==> src/rtl/regfile_op_sequencer.sv <==
// Register-file ALU sequencer: accept -> read -> exec -> write -> done; writeback 3 edges after accept, 5-cycle issue rate.
// One instruction in flight; instr_ready only in IDLE, result held in DONE until done_ready.
module regfile_op_sequencer #(
   parameter int DATA_WIDTH = 8,
   parameter int ADDR_WIDTH = 1
) (
   input  logic                  clock,
   input  logic                  reset,
   input  logic                  instr_valid,
   output logic                  instr_ready,
   input  logic [2:0]            instr_op,
   input  logic [ADDR_WIDTH-1:0] instr_rs1,
   input  logic [ADDR_WIDTH-1:0] instr_rs2,
   input  logic [ADDR_WIDTH-1:0] instr_rd,
   output logic [ADDR_WIDTH-1:0] read_register1,
   output logic [ADDR_WIDTH-1:0] read_register2,
   input  logic [DATA_WIDTH-1:0] read_data1,
   input  logic [DATA_WIDTH-1:0] read_data2,
   output logic                  write_enable,
   output logic [ADDR_WIDTH-1:0] write_register,
   output logic [DATA_WIDTH-1:0] write_data,
   output logic                  done_valid,
   input  logic                  done_ready,
   output logic [DATA_WIDTH-1:0] done_result,
   output logic                  done_zero,
   output logic                  done_carry,
   output logic                  busy
);

   localparam logic [2:0] IDLE  = 3'd0;
   localparam logic [2:0] READ  = 3'd1;
   localparam logic [2:0] EXEC  = 3'd2;
   localparam logic [2:0] WRITE = 3'd3;
   localparam logic [2:0] DONE  = 3'd4;

   localparam logic [2:0] OP_ADD = 3'd0;
   localparam logic [2:0] OP_SUB = 3'd1;
   localparam logic [2:0] OP_AND = 3'd2;
   localparam logic [2:0] OP_OR  = 3'd3;
   localparam logic [2:0] OP_XOR = 3'd4;
   localparam logic [2:0] OP_SHL = 3'd5;
   localparam logic [2:0] OP_MOV = 3'd6;
   localparam logic [2:0] OP_CMP = 3'd7;

   typedef struct packed {
      logic [2:0]            op;
      logic [ADDR_WIDTH-1:0] rs1;
      logic [ADDR_WIDTH-1:0] rs2;
      logic [ADDR_WIDTH-1:0] rd;
   } instr_t;

   logic [2:0]            state_q;
   instr_t                instr_q;
   logic [DATA_WIDTH-1:0] opa_q;
   logic [DATA_WIDTH-1:0] opb_q;
   logic [DATA_WIDTH-1:0] result_q;
   logic                  zero_q;
   logic                  carry_q;

   logic [DATA_WIDTH-1:0] alu_result;
   logic                  alu_carry;

   // Carry out of ADD and borrow out of SUB/CMP both land in the extra top bit.
   always_comb begin
      alu_result = '0;
      alu_carry  = 1'b0;
      case (instr_q.op)
         OP_ADD:         {alu_carry, alu_result} = {1'b0, opa_q} + {1'b0, opb_q};
         OP_SUB, OP_CMP: {alu_carry, alu_result} = {1'b0, opa_q} - {1'b0, opb_q};
         OP_AND:         alu_result = opa_q & opb_q;
         OP_OR:          alu_result = opa_q | opb_q;
         OP_XOR:         alu_result = opa_q ^ opb_q;
         OP_SHL: begin
            alu_result = {opa_q[DATA_WIDTH-2:0], 1'b0};
            alu_carry  = opa_q[DATA_WIDTH-1];
         end
         OP_MOV:         alu_result = opa_q;
         default:        alu_result = '0;
      endcase
   end

   always_ff @(posedge clock) begin
      if (reset) begin
         state_q  <= IDLE;
         instr_q  <= '0;
         opa_q    <= '0;
         opb_q    <= '0;
         result_q <= '0;
         zero_q   <= 1'b0;
         carry_q  <= 1'b0;
      end else begin
         case (state_q)
            IDLE: begin
               if (instr_valid) begin
                  instr_q.op  <= instr_op;
                  instr_q.rs1 <= instr_rs1;
                  instr_q.rs2 <= instr_rs2;
                  instr_q.rd  <= instr_rd;
                  state_q     <= READ;
               end
            end
            READ: begin
               opa_q   <= read_data1;
               opb_q   <= read_data2;
               state_q <= EXEC;
            end
            EXEC: begin
               result_q <= alu_result;
               zero_q   <= (alu_result == '0);
               carry_q  <= alu_carry;
               state_q  <= WRITE;
            end
            WRITE: state_q <= DONE;
            DONE: begin
               if (done_ready) state_q <= IDLE;
            end
            default: state_q <= IDLE;
         endcase
      end
   end

   // The register file lets a write beat its own reset, so the strobe must die with reset.
   assign write_enable   = (state_q == WRITE) && (instr_q.op != OP_CMP) && !reset;
   assign instr_ready    = (state_q == IDLE) && !reset;
   assign done_valid     = (state_q == DONE) && !reset;
   assign busy           = (state_q != IDLE) && !reset;

   assign read_register1 = instr_q.rs1;
   assign read_register2 = instr_q.rs2;
   assign write_register = instr_q.rd;
   assign write_data     = result_q;
   assign done_result    = result_q;
   assign done_zero      = zero_q;
   assign done_carry     = carry_q;

endmodule
==> config.mk <==
export PLATFORM = sky130hd
export DESIGN_NAME = regfile_op_sequencer
export DESIGN_NICKNAME = d
export VERILOG_FILES = /design/src/rtl/regfile_op_sequencer.sv
export SDC_FILE = /design/constraint.sdc
export NUM_CORES = 1
export LEC_CHECK = 0
export CAP_MARGIN = 20
export CORE_MARGIN = 3
export CORE_UTILIZATION = 56
export CTS_CLUSTER_DIAMETER = 100
export DETAILED_ROUTE_END_ITERATION = 12
export PLACE_DENSITY = 0.94
export SLEW_MARGIN = 20
export SYNTH_ARGS = -nofsm -noshare
export SYNTH_HDL_FRONTEND = slang
export SYNTH_SLANG_ARGS = --single-unit
==> constraint.sdc <==
create_clock -name clock -period 6.34 [get_ports clock]
set_clock_uncertainty 0.1 [all_clocks]
set_input_delay 1.268 -clock clock [delete_from_list [all_inputs] [get_ports clock]]
set_output_delay 1.268 -clock clock [all_outputs]
set_load 0.05 [all_outputs]
# ---- Word level (Yosys, flattened, before mapping)
# Index checks and enable logic that the tools add are counted.
dict set report word_totals {
  regBits 35
  inputBits 26
  mem_bits_rw 0
  latch_bits 0
  mem_bits_ro 0
  memories 0
  out_inout_bits 25
}
dict set report op_classes {
  mux 5
  eq_ne 14
  n_div 0
  n_mul 0
  add_sub_neg 2
  magnitude_cmp 0
  reduce_logical 13
  shift 0
  bitwise_logic 3
}
# op count
set ops {}
lappend ops {{$pmux W8 S7} 1}
lappend ops {{$eq A3 B3 Y1 const B} 5}
lappend ops {{$pmux W3 S5} 1}
lappend ops {{$eq A3 B2 Y1 const B} 4}
lappend ops {{$add A8 B8 Y9} 1}
lappend ops {{$sub A8 B8 Y9} 1}
lappend ops {{$and A8 B8 Y8} 1}
lappend ops {{$logic_not A8 Y1} 1}
lappend ops {{$or A8 B8 Y8} 1}
lappend ops {{$xor A8 B8 Y8} 1}
lappend ops {{$eq A3 B1 Y1 const B} 2}
lappend ops {{$logic_not A3 Y1} 2}
lappend ops {{$mux W3} 2}
lappend ops {{$logic_and A1 B1 Y1} 5}
lappend ops {{$ne A2 B2 Y1 const B} 2}
lappend ops {{$reduce_and A2 Y1} 2}
lappend ops {{$ne A3 B3 Y1 const B} 1}
lappend ops {{$pmux W1 S3} 1}
lappend ops {{$reduce_bool A3 Y1} 1}
lappend ops {{$reduce_or A2 Y1} 1}
lappend ops {{$logic_not A1 Y1} 1}

# ---- Longest topological paths before layout
dict set report depth {
  ltp_word 4
  ltp_mapped 10
}

# ---- Worst setup path before layout
# OpenSTA, ideal clock, no wires.
dict set report synth_path {
  path_kind {input port to output port}
  from {input port reset}
  to {output port write_enable}
  t_arrival_ps 2998
  stages 2
  required_time_ps 4972
  path_slack_ps 1974
  cell_sequence {clkbuf_1 nor4_1}
}
dict set report synth_via {
  elab_chain_len 2
}
# item line_no
set synth_rtl {}
lappend synth_rtl {{from (decl)} 8} ;# input logic reset,
lappend synth_rtl {{$logic_not A1 Y1} 123} ;# assign write_enable = (state_q == WRITE) && (instr_q.op != OP_CMP) && !reset;
lappend synth_rtl {{$logic_and A1 B1 Y1} 123}
lappend synth_rtl {{to (decl)} 19} ;# output logic write_enable,
# No other way between the ends.

# ---- Worst setup path in the final report
# Same ends and word-level chain as after synthesis.

==> flow_summary.toml <==
[worst_setup_path]
worstPathRequired_ps = 4970
reg2reg_to = "done_zero$_SDFFE_PP0N_"
critical_path.startpoint_type = "input pin"
r2r_slack_ps = 3600
cp_slowest_stage_delay_ps = 850
worst-path-buf-inv = 2
end_kind = "primary output"
path_class = "input pin to primary output"
rr_startpoint = "instr_q[5]$_SDFFE_PP0P_"
crit_path_top_delay_cell = "clkdlybuf4s50_1"
worstPathCellList = "clkdlybuf4s50_1 -> nor4_1 -> clkdlybuf4s50_1"
critPathMostFrequentCell = "clkdlybuf4s50_1"
critPathArrivalTime_ps = 3320
r2r_cells = 7
path_max_fanout = 21
crit_family = "buffers and inverters"

[clocking]
cts_root_buf = "clkbuf_8"
htree_levels = 2
cts-resized-gates = 0
cts_buffers = 5
clockBufferDepth = 2
cts_setup_buffers = 0
cts_tree = "done"
cts-hold-fix-buffers = 0
cts.sinks = 35
clkTransAtPathRegs_ps = 70
insertion_delay_ps = 300

[timing]
tightest_slew_ps = 967
clock.fmax_mhz = 213
hold_viol = 0
grt_setup_unrepaired = "false"
setup_tns_ps = 0
final_max_slew_viol_count = 0
fin_crit_sh_pct = 73.9
setup_viol = 0
slew_headroom_pct = 35.5
period_needed_ps = 4690

[power]
peakVddDrop_uv = 111
clkPwrFrac_pct = 25.0
p_int_w = 0.000405
combPwrFrac_pct = 35.2
p_sw_share_pct = 37.1
leakage_nw = 1.14
switching_power_w = 0.000239
p_seq_share_pct = 39.8
p_per_area_nw_per_um2 = 207

[cells_and_area]
diodes = 0
final_cells = 425
multi_input_area_sq_um = 1660
nFillCells = 385
utilization_pct = 70.1
regArea_sq_um = 701
syn_to_final_growth_pct = 19.3
final_nets = 424
drive_gt1_share_pct = 4.02

[run_status]
outcome = "finished clean"

[synth]
synth-edff-count = 0
synthTopCellsByArea = "dfxtp_1, ha_1, nand2_1"
ys_seq_area_share_pct = 26.8
synth_nets = 393
yosys_warnings = 0
synth_ff_type = "dfxtp_1"
synthCells = 341
synth.top_cell.area_share_pct = 26.8
ys_seq_elements = 35
synth-async-reset-ratio_pct = 0
yosysTopAreaCell = "dfxtp_1"
synth_cell_types = 47
syn_avg_cell_area_sq_um = 7.66
netlist_area_sq_um = 2610

[routing]
wl_um = 6020
viasPerCell = 5.78
avgRoutedWirePerCell_um = 14.2
drc = 0
first_pass_iters = 7
drt_iter0_markers = 232
dr_total_vias = 2455
final_antenna_net_count = 0

[die]
core_sq_um = 4440
io_pins = 51
start_util_pct = 58.8
dieHeight_um = 74.3
rows = 24
die_area_sq_um = 5520
die_w_um = 74.3

[hold_path]
min_path_cells = 2
hold_path_class = "flop to flop"
hold_end = "done_carry$_SDFFE_PP0N_"
hp-start = "done_carry$_SDFFE_PP0N_"

[global_routing]
grt_max_degree = 27
grt_pass1_vias = 2234
grt_util_all_layers_pct = 23.1
antenna_found_initial = 0
grt_pass1_wl_um = 10100
grt-ovfl-total = 0

[placement]
hpwl_um = 4560
io_buffer_count = 50
routabilityCongestion = 0.891
dp.cells = 417

[job]
max_cap_violations = 0
[layout by cell type, fill, tap and decap left out, drive strengths merged, types with 2 or more instances in the layout]
cell type,n
nand2b,3
clkdlybuf4s50,50
a2bb2oi,2
nand2,50
o22ai,4
dfxtp,35
a22oi,4
nand3,4
nor2,30
a221oi,2
nor4,6
and3,4
o22a,2
o221ai,5
a211oi,5
fa,2
o211ai,2
xnor2,2
ha,24
nor2b,4
clkbuf,6
a221o,3
a31oi,2
o21ai,14
mux2,4
nor3,5
o21bai,4
o31ai,2
mux2i,11
and2,4
a21oi,34
o21a,4
inv,25
nor3b,2
[power by group through the flow]
stage	clock [W]	combinational [W]	sequential (W)
final	0.000161	0.000226	0.000257
after global routing	0.000174	0.000249	0.000260
after CTS	0.000164	0.000225	0.000256
after detailed placement	0	0.000223	0.000261
after global placement	0	0.000221	0.000260
after floorplan	0	0.000156	0.000268
[through the flow]
| stage | instance area, sq um | hold slack (ps) | total power (W) | setup slack [ps] |
|---|---|---|---|---|
| after global placement | 3030 | 355 | 0.000481 | 1670 |
| after detailed placement | 3030 | 361 | 0.000485 | 1660 |
| after CTS | 3120 | 371 | 0.000645 | 1670 |
| after global routing | 3120 | 394 | 0.000682 | 1540 |
| final | 3120 | 367 | 0.000644 | 1650 |
| after floorplan | 2610 | 353 | 0.000425 | 1970 |
[worst max path at each step]
| stage | start | endpoint | slack, ps | cells after the start |
|---|---|---|---|---|
| final | reset | write_enable | 1650 | 3 |
| after global routing | reset | write_enable | 1540 | 3 |
| after CTS | reset | write_enable | 1670 | 3 |
| after detailed placement | reset | write_enable | 1660 | 3 |
| after global placement | reset | write_enable | 1670 | 3 |
| after floorplan | reset | write_enable | 1970 | 2 |
[metal layers]
metal | part of all wire (%) | routed length [um] | track usage, %
met5 | 0 | 0 | 0
met4 | 1.6 | 99 | 9.49
met3 | 6.6 | 396 | 4.05
met2 | 46 | 2770 | 36.6
met1 | 46 | 2760 | 31.2
[kinds of logic after synthesis]
logic type | after synthesis | synth area share (%)
AO/OA/AOI/OAI | 95 | 23.5
AND/OR/NAND/NOR | 115 | 20.2
adder cells (fa/ha/maj) | 26 | 13.0
flip-flops | 35 | 26.8
XOR/XNOR | 3 | 1.01
buffers and inverters | 52 | 9.48
multiplexers | 15 | 5.94
[cell usage after synthesis, types with 3 or more instances]
| master | number |
|---|---|
| a21oi_1 | 34 |
| buf_4 | 9 |
| nor3_1 | 5 |
| o221ai_1 | 5 |
| and3_1 | 4 |
| a211oi_1 | 5 |
| mux2i_1 | 11 |
| a221o_1 | 3 |
| o21ai_0 | 14 |
| nand2_1 | 50 |
| clkbuf_1 | 13 |
| dfxtp_1 | 35 |
| nand2b_1 | 3 |
| mux2_2 | 4 |
| nor2_1 | 30 |
| nand3_1 | 4 |
| buf_2 | 3 |
| o21bai_1 | 4 |
| o22ai_1 | 4 |
| ha_1 | 24 |
| a22oi_1 | 4 |
| and2_1 | 4 |
| nor2b_1 | 3 |
| o21a_1 | 4 |
| nor4_1 | 6 |
| inv_1 | 25 |
[state kept, by name (all words and copies together) (netlist names)]
name	count
done_result	8
opa_q	8
opb_q	8
instr_q	3
state_q	3
done_carry	1
done_zero	1
read_register1	1
read_register2	1
write_register	1
[area by class of cell]
cell class / instances / area share [%]
Timing Repair Buffer: 51 / 16.3
Multi-Input combinational cell: 254 / 53.4
Tap cell: 52 / 2.09
Sequential cell: 35 / 22.5
Clock buffer: 6 / 2.33
Clock inverter: 2 / 0.401
Inverter: 25 / 3.01
[worst min-delay path, delay by kind of cell (launching register included)]
family	cells	cell delay, ps
AO/OA/AOI/OAI	1	60
flip-flops	1	310
AND/OR/NAND/NOR	1	50
Note: power is estimated with default switching activity, not from simulation.
